### config.mk
export PLATFORM = sky130hd
export DESIGN_NAME = display_scheduler
export DESIGN_NICKNAME = d
export VERILOG_FILES = /design/src/rtl/display_sched_pkg.sv /design/src/rtl/hold_timer.sv /design/src/rtl/display_scheduler.sv
export SDC_FILE = /design/constraint.sdc
export NUM_CORES = 1
export LEC_CHECK = 0
export CAP_MARGIN = 20
export CORE_MARGIN = 4
export CORE_UTILIZATION = 37
export DETAILED_ROUTE_END_ITERATION = 8
export PLACE_DENSITY = 0.85
export SLEW_MARGIN = 20
export SYNTH_ARGS = -nofsm -noshare
export SYNTH_HDL_FRONTEND = slang
export SYNTH_SLANG_ARGS = --single-unit
### constraint.sdc
create_clock -name clk -period 1.85 [get_ports clk]
set_clock_uncertainty 0.2 [all_clocks]
set_input_delay 0.4625 -clock clk [delete_from_list [all_inputs] [get_ports clk]]
set_output_delay 0.4625 -clock clk [all_outputs]
set_load 0.05 [all_outputs]
### src/rtl/display_sched_pkg.sv
// rtl/display_sched_pkg.sv - shared types and constants for the display scheduler
package display_sched_pkg;

  typedef enum logic {
    IDLE = 1'b0,
    HOLD = 1'b1
  } state_e;

  localparam logic SRC_A = 1'b0;
  localparam logic SRC_B = 1'b1;

  localparam logic [15:0] BLANK_WORD_DEFAULT = 16'h0000;

endpackage

### src/rtl/hold_timer.sv
// rtl/hold_timer.sv - loadable down-counter that saturates at zero
module hold_timer #(
  parameter int HOLD_CYCLES = 256
) (
  input  logic clk,
  input  logic reset,
  input  logic load,
  output logic zero
);

  localparam int CW = $clog2(HOLD_CYCLES);
  localparam logic [CW-1:0] LOAD_VAL = CW'(HOLD_CYCLES - 1);

  logic [CW-1:0] count_q;
  logic [CW-1:0] count_d;

  always_comb begin
    count_d = count_q;
    if (load) begin
      count_d = LOAD_VAL;
    end else if (count_q != '0) begin
      count_d = count_q - 1'b1;
    end
  end

  always_ff @(posedge clk) begin
    if (reset) begin
      count_q <= '0;
    end else begin
      count_q <= count_d;
    end
  end

  assign zero = (count_q == '0);

endmodule

### src/rtl/display_scheduler.sv
// rtl/display_scheduler.sv - round-robin owner of a shared LED display word
// Each grant shows the winner's word for HOLD_CYCLES cycles; idle shows BLANK_WORD.
module display_scheduler
  import display_sched_pkg::*;
#(
  parameter int          HOLD_CYCLES = 256,
  parameter logic [15:0] BLANK_WORD  = BLANK_WORD_DEFAULT
) (
  input  logic        clk,
  input  logic        reset,
  input  logic        req_a,
  input  logic [15:0] data_a,
  output logic        ack_a,
  input  logic        req_b,
  input  logic [15:0] data_b,
  output logic        ack_b,
  output logic [15:0] signal_to_display,
  output logic        owner,
  output logic        showing
);

  state_e      state_q, state_d;
  logic [15:0] sig_q, sig_d;
  logic        owner_q, owner_d;
  logic        last_grant_q, last_grant_d;
  logic        ack_a_q, ack_a_d;
  logic        ack_b_q, ack_b_d;
  logic        showing_q, showing_d;
  logic        timer_load;
  logic        timer_zero;
  logic        grant_point;
  logic        pick_b;

  hold_timer #(
    .HOLD_CYCLES(HOLD_CYCLES)
  ) u_hold_timer (
    .clk  (clk),
    .reset(reset),
    .load (timer_load),
    .zero (timer_zero)
  );

  // The timer sits at zero in IDLE, so a grant point is simply "idle or hold expired".
  assign grant_point = (state_q == IDLE) || timer_zero;
  assign pick_b      = req_b && (!req_a || (last_grant_q == SRC_A));

  always_comb begin
    state_d      = state_q;
    sig_d        = sig_q;
    owner_d      = owner_q;
    last_grant_d = last_grant_q;
    ack_a_d      = 1'b0;
    ack_b_d      = 1'b0;
    timer_load   = 1'b0;
    if (grant_point) begin
      if (req_a || req_b) begin
        state_d      = HOLD;
        timer_load   = 1'b1;
        sig_d        = pick_b ? data_b : data_a;
        owner_d      = pick_b ? SRC_B : SRC_A;
        last_grant_d = pick_b ? SRC_B : SRC_A;
        ack_a_d      = !pick_b;
        ack_b_d      = pick_b;
      end else begin
        state_d = IDLE;
        sig_d   = BLANK_WORD;
      end
    end
    showing_d = (state_d == HOLD);
  end

  always_ff @(posedge clk) begin
    if (reset) begin
      state_q      <= IDLE;
      sig_q        <= BLANK_WORD;
      owner_q      <= SRC_A;
      last_grant_q <= SRC_B;
      ack_a_q      <= 1'b0;
      ack_b_q      <= 1'b0;
      showing_q    <= 1'b0;
    end else begin
      state_q      <= state_d;
      sig_q        <= sig_d;
      owner_q      <= owner_d;
      last_grant_q <= last_grant_d;
      ack_a_q      <= ack_a_d;
      ack_b_q      <= ack_b_d;
      showing_q    <= showing_d;
    end
  end

  assign signal_to_display = sig_q;
  assign owner             = owner_q;
  assign showing           = showing_q;
  assign ack_a             = ack_a_q;
  assign ack_b             = ack_b_q;

endmodule

==> flow_summary.ini, run 1 <==
[status]
status = finished clean

[final_layout]
fin_util = 0.677
nFillCells = 244
fin_nets = 230
diodes = 0
postLayoutCellArea_sq_um = 2280
layoutNonFillerInstCount = 239
multi_input_area_sq_um = 697
register_area_sq_um = 582
area_growth_pct = 74.2
drive_gt1_frac = 0.280

[timing]
clock.fmax_mhz = 562
setup_tns_ns = 0
finalHoldViolCount = 0
hold_ws_ns = 0.297
slew-limit-headroom = 0.806
report.final.slew_viol_count = 0
worst_slew_pin_slew_ns = 0.289
setup_viol = 0
period_share = 0.961
min_period_ns = 1.78
fin_ws_ns = 0.0714

[placement]
hpwl_mm = 3.12
numPortBuffers = 55
place_ws_ns = -0.201
place.gp.congestion = 0.700
placed_cell_area_sq_um = 2200
dp_cells = 231

[routing]
drtIter0Drc = 35
viasPerCell = 5.21
routed_wl_mm = 3.85
dr.pass1.iters = 4
vias = 1245
drtAntennaViolNets = 0
wire_per_inst_um = 16.1
drc = 0

[synth]
synth.distinct_cells = 31
syn_area_sq_um = 1310
synthFlopType = dfxtp_1
syn_inst = 123
synth-edff-count = 0
seq_area_frac_synth = 0.444
ys_seq_elements = 29
yosys_warnings = 0
synth_nets = 161
syn_area_per_cell_sq_um = 10.6
ys_async_sr_fraction = 0

[min_path]
min_to = u_hold_timer.count_q[0]$_SDFFE_PP0P_
min_path_cells = 1
hp-start = u_hold_timer.count_q[0]$_SDFFE_PP0P_
hp-class = reg2reg

[setup_path]
end_kind = register
worst_r2r_endpoint = last_grant_q$_SDFFE_PP1P_
worst-setup-path-type = reg2reg
cp_max_fo = 7
r2r_slack_ns = 0.07
critPathLaunchType = register
crit_start = u_hold_timer.count_q[1]$_SDFFE_PP0P_
r2r_start = u_hold_timer.count_q[1]$_SDFFE_PP0P_
r2r.worst_path.cells = 6
crit_required_ns = 1.86
critPathArrivalTime_ns = 1.79

[job]
maxCapViolCount = 0

[floorplan]
initial_core_util = 0.388
fp.dieArea_sq_um = 4540
rows = 21
fp.dieH_um = 67.4
die_w_um = 67.4
core-area_sq_um = 3360
io_pins = 56

[power]
p_leak_nw = 0.891
total_power_mw = 1.71
powerDensity_nw_per_um2 = 752
ir_worst_vdd_v = 0.000436

[global_routing]
antenna_found_initial = 0
grt_max_degree = 20
grt-ovfl-total = 0
grt_pass1_vias = 1366
grt_pass1_wl_mm = 6.18
grt_use_total = 0.184

[clock_tree]
cts-buffers-inserted = 5
clk_latency_ns = 0.32
cts.sinks = 29
cts_tree = yes
clockBufferDepth = 2
cts.clk_slew.worst_paths_ns = 0.09
cts_root_buf = clkbuf_4
htree_levels = 2
hold_buffers = 0
## critical path, cell delays in order, from the launching register on
cell and delay (ns):
dfxtp_1 0.35, inv_1 0.11, ha_4 0.16, nor3b_4 0.23
a21bo_4 0.22, a21oi_1 0.08, a311o_1 0.32
## cells in the mapped netlist (2+ instances only)
cell type,count,share of area
a21oi_1,7,0.027
nor2_1,11,0.032
dfxtp_1,29,0.44
mux2i_1,19,0.15
nand2_1,4,0.011
ha_1,2,0.019
o21ai_1,2,0.0077
inv_1,5,0.014
o2bb2ai_1,17,0.11
nand3_1,2,0.0077
a31oi_1,2,0.0096
buf_2,3,0.011
a211oi_1,2,0.011
## where the power goes
part / switching [mW] / internal (mW)
Clock: 0.229 / 0.143
Combinational: 0.271 / 0.310
Sequential: 0.0759 / 0.681
Total: 0.576 / 1.13
## how the worst max path moves through the flow
stage | endpoint | slack, ns | cells past startpoint
2_1_floorplan | last_grant_q$_SDFFE_PP1P_ | 0.07 | 6
3_3_place_gp | signal_to_display[8]$_SDFFE_PP0P_ | -0.09 | 5
3_5_place_dp | signal_to_display[15]$_SDFFE_PP0P_ | -0.20 | 5
4_1_cts | signal_to_display[14]$_SDFFE_PP0P_ | 0.009 | 7
5_1_grt | last_grant_q$_SDFFE_PP1P_ | -0.05 | 6
6_report | last_grant_q$_SDFFE_PP1P_ | 0.07 | 6
## state kept, by name, indices dropped and copies added (netlist names)
signal and count:
owner 1, ack_b 1, last_grant_q 1, ack_a 1
signal_to_display 16, showing 1, u_hold_timer.count_q 8
## timing repair
action | in CTS | in global routing
gates resized for setup | 0 | 6
endpoints found under the setup margin | 0 | 25
buffers inserted | 0 | 0
## cell usage in the layout (no fill, tap or decap)
cell / n
clkinv_2: 2
clkbuf_4: 5
nor2_4: 1
nand3b_1: 1
dfxtp_1: 28
ha_1: 1
nor4_2: 1
mux2i_1: 19
clkdlybuf4s50_1: 35
a211oi_1: 1
nand2_1: 4
o21a_1: 1
a211o_1: 1
inv_1: 4
nand3_1: 2
o21ai_2: 1
or4_4: 1
a21oi_1: 7
nor4_4: 1
inv_2: 1
a21bo_4: 1
a211oi_2: 1
buf_4: 10
nand2b_1: 1
a311o_1: 1
nor2b_1: 1
o21ai_1: 2
ha_4: 1
buf_12: 22
dfxtp_2: 1
a31oi_1: 2
a21boi_2: 1
o2bb2ai_1: 17
nor3b_4: 1
nand2_4: 1
nor2_1: 11
or3_2: 1
clkinvlp_4: 1
## routing by layer
metal / up-vias / part of all wire / global-route usage / routed length, um
met5: - / 0 / 0 / 0
met4: 0 / 0.0070 / 0.0532 / 27
met3: 5 / 0.087 / 0.0782 / 334
met2: 50 / 0.55 / 0.355 / 2120
met1: 597 / 0.36 / 0.176 / 1370
li1: 593 / - / - / -
## area by class of cell
type | count | area share
inverters | 5 | 0.00825
well taps | 46 | 0.0253
flip-flops and latches | 29 | 0.256
clock inverters | 3 | 0.00770
multi-input cells | 84 | 0.306
repair buffers | 67 | 0.380
clock buffers | 5 | 0.0165
## kinds of logic (layout without fill, tap and decap cells)
family,after synthesis,in the layout,synth area share
fa+ha+maj,2,2,0.0192
simple gates,27,27,0.133
compound gates,36,36,0.215
mux,19,19,0.146
buf+inv,10,80,0.0431
flops,29,29,0.444
Power figures use the tool's default switching activity.
==> run 2: changes to the inputs <==
Settings changed: RECOVER_POWER from default to 25.
Clock period 1.85 ns to 1.6 ns, I/O delays scaled along.
==> run 2 against run 1 <==
The flow now finishes with violations (negative setup slack). Cell count rose by 4.6%. Clock power rose by 23%. Register-to-register slack got worse by 0.24 ns. Sequential cell count unchanged. Utilization grew 2.8 points. Critical endpoint is now signal_to_display[13]$_SDFFE_PP0P_.
==> flow_summary.ini, run 2 (synthesis gave the netlist of run 1 again) <==
[status]
status = finished, violations left
violations = negative setup slack

[clock_tree]
htree_levels = 2
hold_buffers = 0
cts-buffers-inserted = 5
cts_root_buf = clkbuf_4
clockBufferDepth = 2
cts.clk_slew.worst_paths_ns = 0.09
clk_latency_ns = 0.35
cts_tree = yes
cts.sinks = 29

[global_routing]
grt_pass1_vias = 1385
grt_pass1_wl_mm = 6.73
antenna_found_initial = 0
grt-ovfl-total = 0
grt_max_degree = 20
grt_use_total = 0.207

[setup_path]
end_kind = register
crit_start = u_hold_timer.count_q[1]$_SDFFE_PP0P_
r2r_start = u_hold_timer.count_q[1]$_SDFFE_PP0P_
cpMaxStageDelayCell = dfxtp_2
r2r_slack_ns = -0.17
worst-setup-path-type = reg2reg
cp_slowest_stage_delay_ns = 0.38
cp_max_fo = 16
path_buf_inv = 2
critPathArrivalTime_ns = 1.84
crit_family = compound AO/OA/AOI/OAI gates
crit_required_ns = 1.67
crit_chain = inv_2, ha_4, nor3b_4, a21bo_4, nor2_4, buf_12, o2bb2ai_1
critPathLaunchType = register

[final_layout]
drive_gt1_frac = 0.387
mostFrequentLayoutCells = 34 x clkdlybuf4s50_1, 26 x dfxtp_1, 21 x buf_4, 19 x mux2i_1, 17 x buf_12
layoutNonFillerInstCount = 250
fin_util = 0.704
largest_reg_flops = 16
diodes = 0
layout_commonest_cell = clkdlybuf4s50_1
fin_nets = 241
area_growth_pct = 81.3

[routing]
wire_per_inst_um = 20.0
drtAntennaViolNets = 0
dr.pass1.iters = 4
viasPerCell = 5.49
drc = 0
vias = 1373
drtIter0Drc = 46
routed_wl_mm = 5.00

[timing]
finalHoldViolCount = 0
fin_ws_ns = -0.170
report.final.slew_viol_count = 0
worst_slew_pin_slew_ns = 0.318
min_period_ns = 1.77
period_share = 1.11
setup_viol = 27
slew-limit-headroom = 0.788
clock.fmax_mhz = 565
rsz0062_at_grt = true

[job]
maxCapViolCount = 0

[floorplan]
die_w_um = 67.4
rows = 21
io_pins = 56
initial_core_util = 0.388
core-area_sq_um = 3360
fp.dieArea_sq_um = 4540
fp.dieH_um = 67.4

[placement]
place.gp.congestion = 0.786
dp_cells = 237
place_ws_ns = -0.426
hpwl_mm = 3.17
numPortBuffers = 55

[power]
p_switching_mw = 0.750
p_leak_nw = 0.943
combPwrFrac = 0.369
power_frac_clock = 0.219
powerDensity_nw_per_um2 = 886
p_int_mw = 1.35
switching_share = 0.357
seqPwrFrac = 0.413
ir_worst_vdd_v = 0.000818

[min_path]
hp-class = reg2reg
hp-start = signal_to_display[15]$_SDFFE_PP0P_
-- run 2: cell types whose count changed in the layout (fill, tap and decap cells not counted), sizes merged --
| cell | delta |
|---|---|
| buf | +6 |
| clkbuf | +5 |
| clkdlybuf4s50 | -1 |
| dlymetal6s2s | +1 |
-- run 2: final cells by class --
type	count	area [sq um]
clock inverters	3	17.5
flip-flops and latches	29	584
well taps	46	57.6
fillers	219	995
multi-input cells	84	764
repair buffers	78	888
inverters	5	18.8
clock buffers	5	37.5
-- run 2: power by group through the flow --
stage / Sequential, mW / Combinational, mW / Clock (mW)
6_report: 0.867 / 0.773 / 0.459
5_1_grt: 0.873 / 0.807 / 0.502
4_1_cts: 0.865 / 0.748 / 0.471
3_5_place_dp: 0.880 / 0.717 / 0
3_3_place_gp: 0.873 / 0.689 / 0
2_1_floorplan: 0.990 / 0.224 / 0
-- run 2: stage by stage --
step           power (mW)  hold slack [ns]  setup TNS, ns  instance area [sq um]
2_1_floorplan        1.21            0.245         -0.154                   1350
3_3_place_gp         1.56            0.291          -6.83                   2260
3_5_place_dp         1.60            0.299          -8.86                   2260
4_1_cts              2.08            0.316          -1.25                   2380
5_1_grt              2.18            0.303          -3.90                   2370
6_report             2.10            0.298          -2.85                   2370
-- run 2: metal layers --
layer,global-route usage,up-vias,part of all wire
li1,-,619,-
met1,0.215,659,0.36
met2,0.347,72,0.51
met3,0.0849,23,0.082
met4,0.124,0,0.048
met5,0,-,0
-- run 2: path summary, 6_finish.rpt --
check                           depth (start not counted)                                 end
worst min-delay path                                    1  signal_to_display[15]$_SDFFE_PP0P_
worst max-delay path                                    7  signal_to_display[13]$_SDFFE_PP0P_
worst min register to register                          1  signal_to_display[15]$_SDFFE_PP0P_
worst max register to register                          7  signal_to_display[13]$_SDFFE_PP0P_
-- run 2: repair_timing --
item,CTS,global route
pin swaps,6,5
endpoints found under the hold margin,0,0
resized for setup,6,11
setup buffers,4,4
endpoints found under the setup margin,26,28
==> run 3: changes to the inputs <==
Settings changed: CAP_MARGIN 20 to 0.
==> results of run 3 <==
Same layout as run 2: the final DEF is identical, and so are final timing and power.
